[src/rtl/bpsk_demodulator.sv]
// Coherent BPSK symbol correlator: multiplies each sample by the local
// reference carrier, integrates over one carrier period and decides a bit.
// Ports:
//   clk, arstn         clock, async active-low reset
//   en                 sample strobe qualifying sample_in/ref_in/ref_cnt
//   sample_in, ref_in  signed received and reference samples
//   ref_cnt            phase index of ref_in
//   bit_out, corr_out  last decision and its correlation (held)
//   bit_valid          one-cycle pulse on a new decision
//   sync_err           one-cycle pulse when a phase jump aborts a symbol
//   locked             high while integrating a symbol
//   sym_cnt            number of decided bits (wrapping)
module bpsk_demodulator #(
  parameter int SAMPLE_NUMBER = 256,
  parameter int SAMPLE_WIDTH  = 12,
  localparam int CNT_W = $clog2(SAMPLE_NUMBER),
  localparam int ACC_W = 2*SAMPLE_WIDTH+CNT_W
) (
  input  logic                           clk,
  input  logic                           arstn,
  input  logic                           en,
  input  logic signed [SAMPLE_WIDTH-1:0] sample_in,
  input  logic signed [SAMPLE_WIDTH-1:0] ref_in,
  input  logic        [CNT_W-1:0]        ref_cnt,
  output logic                           bit_out,
  output logic                           bit_valid,
  output logic signed [ACC_W-1:0]        corr_out,
  output logic                           sync_err,
  output logic                           locked,
  output logic        [15:0]             sym_cnt
);

  localparam int PROD_W = 2*SAMPLE_WIDTH;
  localparam logic [CNT_W-1:0] LAST_IDX = CNT_W'(SAMPLE_NUMBER-1);

  typedef enum logic {S_IDLE, S_INTEG} state_t;

  state_t r_state;
  state_t w_state_n;

  logic signed [PROD_W-1:0] r_prod;
  logic                     r_vld;
  logic                     r_first;
  logic                     r_last;
  logic [CNT_W-1:0]         r_idx;
  logic [CNT_W-1:0]         r_prev_idx;
  logic signed [ACC_W-1:0]  r_acc;

  logic signed [ACC_W-1:0]  w_prod_ext;
  logic signed [ACC_W-1:0]  w_sum;
  logic signed [ACC_W-1:0]  w_acc_n;
  logic                     w_contig;
  logic                     w_dec;
  logic                     w_serr;

  always_ff @(posedge clk or negedge arstn) begin
    if (!arstn) begin
      r_prod  <= '0;
      r_vld   <= 1'b0;
      r_first <= 1'b0;
      r_last  <= 1'b0;
      r_idx   <= '0;
    end else begin
      r_prod  <= sample_in * ref_in;
      r_vld   <= en;
      r_first <= en & (ref_cnt == '0);
      r_last  <= en & (ref_cnt == LAST_IDX);
      r_idx   <= ref_cnt;
    end
  end

  assign w_prod_ext = {{(ACC_W-PROD_W){r_prod[PROD_W-1]}}, r_prod};
  assign w_sum      = r_acc + w_prod_ext;
  // Index arithmetic wraps at CNT_W bits, i.e. modulo SAMPLE_NUMBER.
  assign w_contig   = (r_idx == r_prev_idx + CNT_W'(1));

  always_comb begin
    w_state_n = r_state;
    w_acc_n   = r_acc;
    w_dec     = 1'b0;
    w_serr    = 1'b0;
    unique case (r_state)
      S_IDLE: begin
        if (r_vld && r_first) begin
          w_acc_n   = w_prod_ext;
          w_state_n = S_INTEG;
        end
      end
      S_INTEG: begin
        if (!r_vld) begin
          w_state_n = S_IDLE;
        end else if (!w_contig) begin
          // A fresh period start restarts integration in place.
          w_serr = 1'b1;
          if (r_first) begin
            w_acc_n = w_prod_ext;
          end else begin
            w_state_n = S_IDLE;
          end
        end else if (r_last) begin
          w_dec     = 1'b1;
          w_state_n = S_IDLE;
        end else begin
          w_acc_n = w_sum;
        end
      end
      default: w_state_n = S_IDLE;
    endcase
  end

  always_ff @(posedge clk or negedge arstn) begin
    if (!arstn) begin
      r_state    <= S_IDLE;
      r_acc      <= '0;
      r_prev_idx <= '0;
      bit_valid  <= 1'b0;
      sync_err   <= 1'b0;
      bit_out    <= 1'b0;
      corr_out   <= '0;
      sym_cnt    <= '0;
    end else begin
      r_state    <= w_state_n;
      r_acc      <= w_acc_n;
      r_prev_idx <= r_idx;
      bit_valid  <= w_dec;
      sync_err   <= w_serr;
      if (w_dec) begin
        corr_out <= w_sum;
        bit_out  <= ~w_sum[ACC_W-1];
        sym_cnt  <= sym_cnt + 16'd1;
      end
    end
  end

  assign locked = (r_state == S_INTEG);

endmodule

[config.mk]
export PLATFORM = sky130hd
export DESIGN_NAME = bpsk_demodulator
export DESIGN_NICKNAME = d
export VERILOG_FILES = /design/src/rtl/bpsk_demodulator.sv
export SDC_FILE = /design/constraint.sdc
export NUM_CORES = 1
export LEC_CHECK = 0
export ABC_AREA = 0
export CAP_MARGIN = 20
export CORE_MARGIN = 5
export CORE_UTILIZATION = 50
export DETAILED_ROUTE_END_ITERATION = 10
export GPL_TIMING_DRIVEN = 0
export PLACE_DENSITY = 0.7
export RECOVER_POWER = 100
export SYNTH_ARGS = -nofsm -noshare
export SYNTH_HDL_FRONTEND = slang
export SYNTH_SLANG_ARGS = --single-unit
[constraint.sdc]
create_clock -name clk -period 6.7 [get_ports clk]
set_input_delay 1.005 -clock clk [delete_from_list [all_inputs] [get_ports clk]]
set_output_delay 1.005 -clock clk [all_outputs]
set_load 0.05 [all_outputs]
==> results by group, run 1 <==
Outcome
  • Status: finished with violations
  • Failing checks: capacitance limit, slew limit

STA
  • Max frequency: 153 MHz
  • Pins Over Slew Limit: 130
  • Final Hold Fails: 0
  • # setup viols final: 0
  • Clock Skew: 11.0 ps
  • Period minus WS final: 6530 ps
  • Slew at the pin with the worst max-slew slack: 2550 ps
  • Max-slew headroom: -0.698
  • Final Cycle Share: 0.975

Synthesis
  • Synth cell types: 62
  • Adder-cell share of the synthesized area: 0.327
  • #FFs+latches synth: 127
  • Post-Syn Instances: 1246
  • Ranking of synthesized cells by area: dfrtp_1 (27%), fa_1 (24%), ha_1 (9.0%)
  • Simple-gate share of the synthesized area: 0.145
  • Synthesized area: 11700 um2
  • Xor/xnor cell area share of the yosys netlist: 0.0596
  • Syn. warnings: 0
  • Fraction of registers with async set/reset: 1.00
  • Post-synth EDFFs: 0
  • Syn nets: 1504
  • Post-synthesis mux area share: 0.0227
  • Synth Flop Type: dfrtp_1
  • Synth area leader: dfrtp_1
  • Top cell type's share of synthesized area: 0.271
  • Synth Area in Compound Gates: 0.0961
  • Register area share after synthesis: 0.271
  • Largest family of logic cells by synthesized area: adder cells
  • Avg Inst Size Synth: 9.41 um2

Floorplan
  • Row count: 56
  • Die Span X: 163 um
  • Initial Utilization: 0.504
  • IO Count: 87
  • Die ar.: 26600 um2
  • Die Span Y: 163 um
  • Core ar.: 23300 um2

Final layout
  • Sequential cell area: 3180 um2
  • Synth-to-layout area growth: 17.2%
  • Core Util, Final: 0.591
  • Layout Nets: 1616
  • Share of cells above drive strength 1: 0.0576
  • Final Non-Filler Cells: 1690
  • FILL cells: 2077
  • Antenna diode count: 0
  • Area of the multi-input gates: 7610 um2

Placed design
  • HPWL Detailed: 20.4 mm
  • RePlAce Congestion: 0.869
  • # placed instances: 1652
  • Number of port buffers: 86

Critical path
  • Worst r2r dst: r_acc[24]
  • WP data arrival: 6860 ps
  • Setup crit start kind: input port
  • R2r startpoint: r_prev_idx[0]
  • R2R cell count: 11
  • Largest fanout on the critical path: 10
  • R2R setup slack: 2480 ps
  • Worst EP required: 7030 ps
  • Crit Path Class: in2reg
  • Crit path capture type: flip-flop

Global route
  • Largest net degree at the start of global routing: 77
  • Initial antenna violation count: 0
  • Total gr overflow: 0
  • Tot GR Track Use: 0.198
  • First-pass GRT wire length: 43.1 mm
  • Vias in the first global route: 8969

Routing
  • Remaining antenna violation count: 0
  • DR WL/cell: 14.7 um
  • DR DRC count: 0
  • Detailed Route WL: 24.9 mm
  • Detailed Routing Iterations Pass 1: 5
  • Vias: 8604
  • Iteration-0 DRC Markers: 516
  • Vias per inst: 5.09

Flow run
  • Max-Cap Viols: 2

Clocking
  • Root buffer cell: clkbuf_16
  • Bufs on Longest Clock Path: 2
  • H-tree Lvls: 4
  • Total CTS buffers: 17
  • Post-CTS Hold Buffers: 0
  • CTS tree: built
  • Worst-Skew Late Latency: 410 ps
  • Clock Pin Slew Worst Setup and Hold Paths: 60 ps
  • Clock Sinks: 127

Pwr
  • Tot Pwr: 5300 uW
  • Power density over cell area: 385 nW/um2
  • Worst vdd ir: 0.241 mV
  • Pleak: 0.00718 uW

Worst hold path
  • Hold_sp: r_idx[1]
  • Hold endpoint: r_prev_idx[1]
  • Hold path depth: 0
  • Hold Crit Class: reg2reg
registers in the layout (all words and copies together), names as in the netlist:
name	flops
bit_out	1
bit_valid	1
corr_out	32
locked	1
r_acc	32
r_first	1
r_idx	8
r_last	1
r_prev_idx	8
r_prod	24
r_vld	1
sym_cnt	16
sync_err	1
kinds of logic (layout without fill, tap and decap cells):
kind of cell,count (synthesis),count (layout)
xor+xnor,79,79
fa+ha+maj,223,223
compound gates,170,170
flops,127,127
buf+inv,246,371
simple gates,375,375
mux,26,26
Yosys cell counts, types with 3 or more instances:
| cell type | n |
|---|---|
| nor3_1 | 8 |
| o21bai_1 | 7 |
| inv_1 | 201 |
| and3_1 | 9 |
| o21ai_0 | 49 |
| or2_2 | 4 |
| fa_1 | 139 |
| buf_1 | 3 |
| nor2_1 | 47 |
| xor2_1 | 18 |
| nand2b_1 | 7 |
| mux2i_1 | 21 |
| and2_1 | 46 |
| o21a_1 | 11 |
| o211ai_1 | 4 |
| a21o_1 | 15 |
| mux2_2 | 5 |
| nand2_1 | 209 |
| xnor2_1 | 60 |
| a21oi_1 | 38 |
| a221o_1 | 4 |
| o31a_1 | 5 |
| nand4_1 | 14 |
| a31oi_1 | 4 |
| nand3_1 | 14 |
| nor2b_1 | 5 |
| ha_1 | 84 |
| o31ai_1 | 8 |
| dfrtp_1 | 127 |
| clkbuf_1 | 39 |
timing repair:
item / in CTS / in global routing
gates cloned: 0 / 0
endpoints found under the setup margin: 3 / 2
setup buffers: 1 / 6
pin swaps: 0 / 1
gates resized for setup: 40 / 62
where the power goes:
| part | internal, uW | switching (uW) | leakage (uW) | total (uW) |
|---|---|---|---|---|
| clock network | 516 | 352 | 0.000266 | 868 |
| logic | 1600 | 1860 | 0.00524 | 3460 |
| registers | 904 | 66.8 | 0.00168 | 971 |
| total | 3020 | 2270 | 0.00718 | 5300 |
layout make-up:
cell class	instances	area share
Clock inverter	14	0.00974
Buffer	43	0.0226
Timing Repair Buffer	94	0.0664
Clock buffer	18	0.0312
Inverter	202	0.0555
Multi-Input combinational cell	873	0.554
Sequential cell	127	0.231
Tap cell	319	0.0291
critical path, cell delays in order:
cell             delay (ps)
clkdlybuf4s50_1         540
buf_4                   200
nand2_1                  90
fa_1                    500
inv_1                    40
ha_1                    300
fa_1                    510
inv_1                    50
fa_1                    460
fa_1                    540
inv_1                    40
ha_1                    320
nor2b_1                 160
o31a_1                  300
o311a_1                 370
o41a_1                  350
a41o_1                  280
o31a_1                  310
a21o_1                  200
a21oi_2                 170
xnor2_2                 140
worst max path at each step:
stage,slack [ps],depth (start not counted),endpoint,from
2_1_floorplan,250,19,r_prod[23],ref_in[11]
3_3_place_gp,-800,20,r_prod[23],ref_in[11]
3_5_place_dp,-870,20,r_prod[23],ref_in[11]
4_1_cts,1,20,r_prod[23],sample_in[7]
5_1_grt,-40,21,r_prod[23],sample_in[0]
6_report,170,21,r_prod[23],ref_in[1]
metrics by stage:
step	setup TNS [ps]	setup WS (ps)	instance area, um2	hold WS (ps)
final	0	167	13700	390
after global routing	-36.2	-36.2	13700	408
after CTS	0	1.01	13700	395
after detailed placement	-2850	-872	13000	381
after global placement	-23800	-801	13000	380
after floorplan	0	254	11700	372
cell usage in the layout (no fill, tap or decap), types with 7 or more instances in the layout:
| cell type | Yosys | final |
|---|---|---|
| and2_1 | 46 | 45 |
| mux2i_1 | 21 | 21 |
| o21bai_1 | 7 | 7 |
| nand3_1 | 14 | 14 |
| clkbuf_16 | 0 | 17 |
| nand2_1 | 209 | 210 |
| xnor2_1 | 60 | 59 |
| o21ai_0 | 49 | 49 |
| a21o_1 | 15 | 15 |
| dlygate4sd3_1 | 0 | 61 |
| clkdlybuf4s50_1 | 0 | 18 |
| nor3_1 | 8 | 8 |
| clkbuf_1 | 39 | 19 |
| ha_1 | 84 | 83 |
| fa_1 | 139 | 138 |
| inv_1 | 201 | 200 |
| xor2_1 | 18 | 18 |
| nor2_1 | 47 | 47 |
| o31ai_1 | 8 | 8 |
| o21a_1 | 11 | 11 |
| a21oi_1 | 38 | 38 |
| buf_6 | 0 | 12 |
| dfrtp_1 | 127 | 127 |
| nand4_1 | 14 | 14 |
| nand2b_1 | 7 | 7 |
| buf_4 | 0 | 12 |
| and3_1 | 9 | 9 |
per-layer routing:
layer	routed length [um]	vias up	GRT usage
met5	0	-	0
met2	12100	186	0.340
met3	1080	21	0.0273
li1	-	4196	-
met1	11400	4201	0.268
met4	313	0	0.0496
No activity file was read; power rests on OpenSTA's default activity.
==> inputs of run 2 (changes only) <==
- SLEW_MARGIN: unset -> 25
==> run 2 against run 1 <==
Utilization unchanged; the run still ends with capacitance limit, slew limit left; worst hold slack about the same; clock power about the same; die area unchanged; setup slack about the same; count of clock-buffer cells in the layout unchanged.
==> results by group, run 2 (synthesized netlist as in run 1, its figures left out) <==
Final layout
  • Synth-to-layout area growth: 17.2%
  • Largest regs: corr_out: 32 flops, r_acc: 32 flops, r_prod: 24 flops
  • Share of cells above drive strength 1: 0.0576
  • Antenna diode count: 0
  • Core Util, Final: 0.591
  • Most frequent cells in the layout: nand2_1 (210), inv_1 (200), fa_1 (138)
  • Most common cell after layout, fill and taps aside: nand2_1
  • Layout Nets: 1616

Floorplan
  • Initial Utilization: 0.504
  • Row count: 56
  • Die ar.: 26600 um2
  • Die Span X: 163 um
  • Core ar.: 23300 um2
  • Die Span Y: 163 um
  • IO Count: 87

Global route
  • First-pass GRT wire length: 43.1 mm
  • Vias in the first global route: 8971
  • Largest net degree at the start of global routing: 77
  • Initial antenna violation count: 0
  • Tot GR Track Use: 0.198
  • Total gr overflow: 0

Critical path
  • Worst r2r dst: r_acc[24]
  • WP depth: 21
  • Setup crit start kind: input port
  • Setup crit end: r_prod[23]
  • WP data arrival: 6860 ps
  • Crit-path max cell delay: 540 ps
  • Worst setup path startpoint: ref_in[1]
  • Crit Path Class: in2reg
  • R2r startpoint: r_prev_idx[0]
  • Worst EP required: 7030 ps
  • Cell repeated most along the worst path: fa_1
  • Crit path capture type: flip-flop
  • Largest fanout on the critical path: 10
  • R2R cell count: 11
  • Slowest cell on the critical path: clkdlybuf4s50_1
  • Family with the most delay on the worst path: adder cells
  • Worst path cell trace: clkdlybuf4s50_1 -> buf_4 -> nand2_1 -> fa_1 -> inv_1 -> ha_1 -> fa_1 -> inv_1 -> fa_1 -> fa_1 -> inv_1 -> ha_1 -> nor2b_1 -> o31a_1 -> o311a_1 -> o41a_1 -> a41o_1 -> o31a_1 -> a21o_1 -> a21oi_2 -> xnor2_2
  • R2R setup slack: 2480 ps
  • Buf/Inv on CP: 5

Routing
  • DR WL/cell: 14.7 um
  • Detailed Routing Iterations Pass 1: 5
  • Remaining antenna violation count: 0
  • DR DRC count: 0
  • Iteration-0 DRC Markers: 530
  • Detailed Route WL: 24.9 mm
  • Vias per inst: 5.09
  • Vias: 8608

Pwr
  • Power density over cell area: 385 nW/um2
  • Worst vdd ir: 0.241 mV
  • Pleak: 0.00718 uW

STA
  • Pins Over Slew Limit: 130
  • Worst Setup Slack, final: 167 ps
  • Max-slew headroom: -0.697
  • Clock Skew: 11.0 ps
  • Max frequency: 153 MHz
  • # setup viols final: 0
  • Final Hold Fails: 0
  • Slew at the pin with the worst max-slew slack: 2550 ps
  • Period minus WS final: 6530 ps
  • Final Cycle Share: 0.975

Outcome
  • Failing checks: capacitance limit, slew limit
  • Status: finished with violations

Clocking
  • Clock Pin Slew Worst Setup and Hold Paths: 60 ps
  • Clock Sinks: 127
  • Total CTS buffers: 17
  • Worst-Skew Late Latency: 410 ps
  • Root buffer cell: clkbuf_16
  • CTS tree: built
  • Bufs on Longest Clock Path: 2
  • H-tree Lvls: 4

Placed design
  • RePlAce Congestion: 0.869
  • Number of port buffers: 86
  • Setup WS pre-CTS: -872 ps
  • HPWL Detailed: 20.4 mm

Flow run
  • Max-Cap Viols: 2

Worst hold path
  • Hold Crit Class: reg2reg
run 2: cell counts in the layout (fill, tap and decap cells not counted):
No cell type changed its count.
run 2: worst min-delay path by stage:
stage | cells after the start | to | startpoint | slack [ps]
2_1_floorplan | 0 | r_prev_idx[5] | r_idx[5] | 370
3_3_place_gp | 0 | r_prev_idx[1] | r_idx[1] | 380
3_5_place_dp | 0 | r_prev_idx[1] | r_idx[1] | 380
4_1_cts | 0 | r_prev_idx[1] | r_idx[1] | 390
5_1_grt | 0 | r_prev_idx[1] | r_idx[1] | 410
6_report | 0 | r_prev_idx[1] | r_idx[1] | 390
run 2: area by class of cell:
cell class / instances / area (um2)
plain buffers: 43 / 310
clock buffers: 18 / 429
clock inverters: 14 / 134
fillers: 2078 / 9520
inverters: 202 / 762
multi-input cells: 873 / 7610
flip-flops and latches: 127 / 3180
well taps: 319 / 399
repair buffers: 94 / 912
run 2: routing by layer:
metal,part of all wire,GRT usage,vias to the layer above
met1,0.46,0.268,4206
met5,0,0,-
met2,0.49,0.340,184
met4,0.013,0.0496,0
li1,-,-,4197
met3,0.045,0.0275,21
run 2: power by group:
group          internal (uW)  total (uW)  switching [uW]
Combinational           1600        3460            1850
Clock                    516         868             352
Sequential               904         971            66.8
run 2: what timing repair did:
action	4_1_cts	5_1_grt
pin swaps	0	1
endpoints found under the hold margin	0	0
hold buffers	0	0
setup buffers	1	6
resized for setup	40	62
setup endpoints to repair	3	2
run 2: stage by stage:
step	hold WS (ps)	TNS, ps	power (uW)	instances	instance area (um2)
floorplan	372	0	3730	1246	11700
global placement	380	-23800	4260	1651	13000
detailed placement	381	-2850	4370	1652	13000
CTS	395	0	5260	1684	13700
global route	408	-36.2	5900	1690	13700
finish	390	0	5300	1690	13700
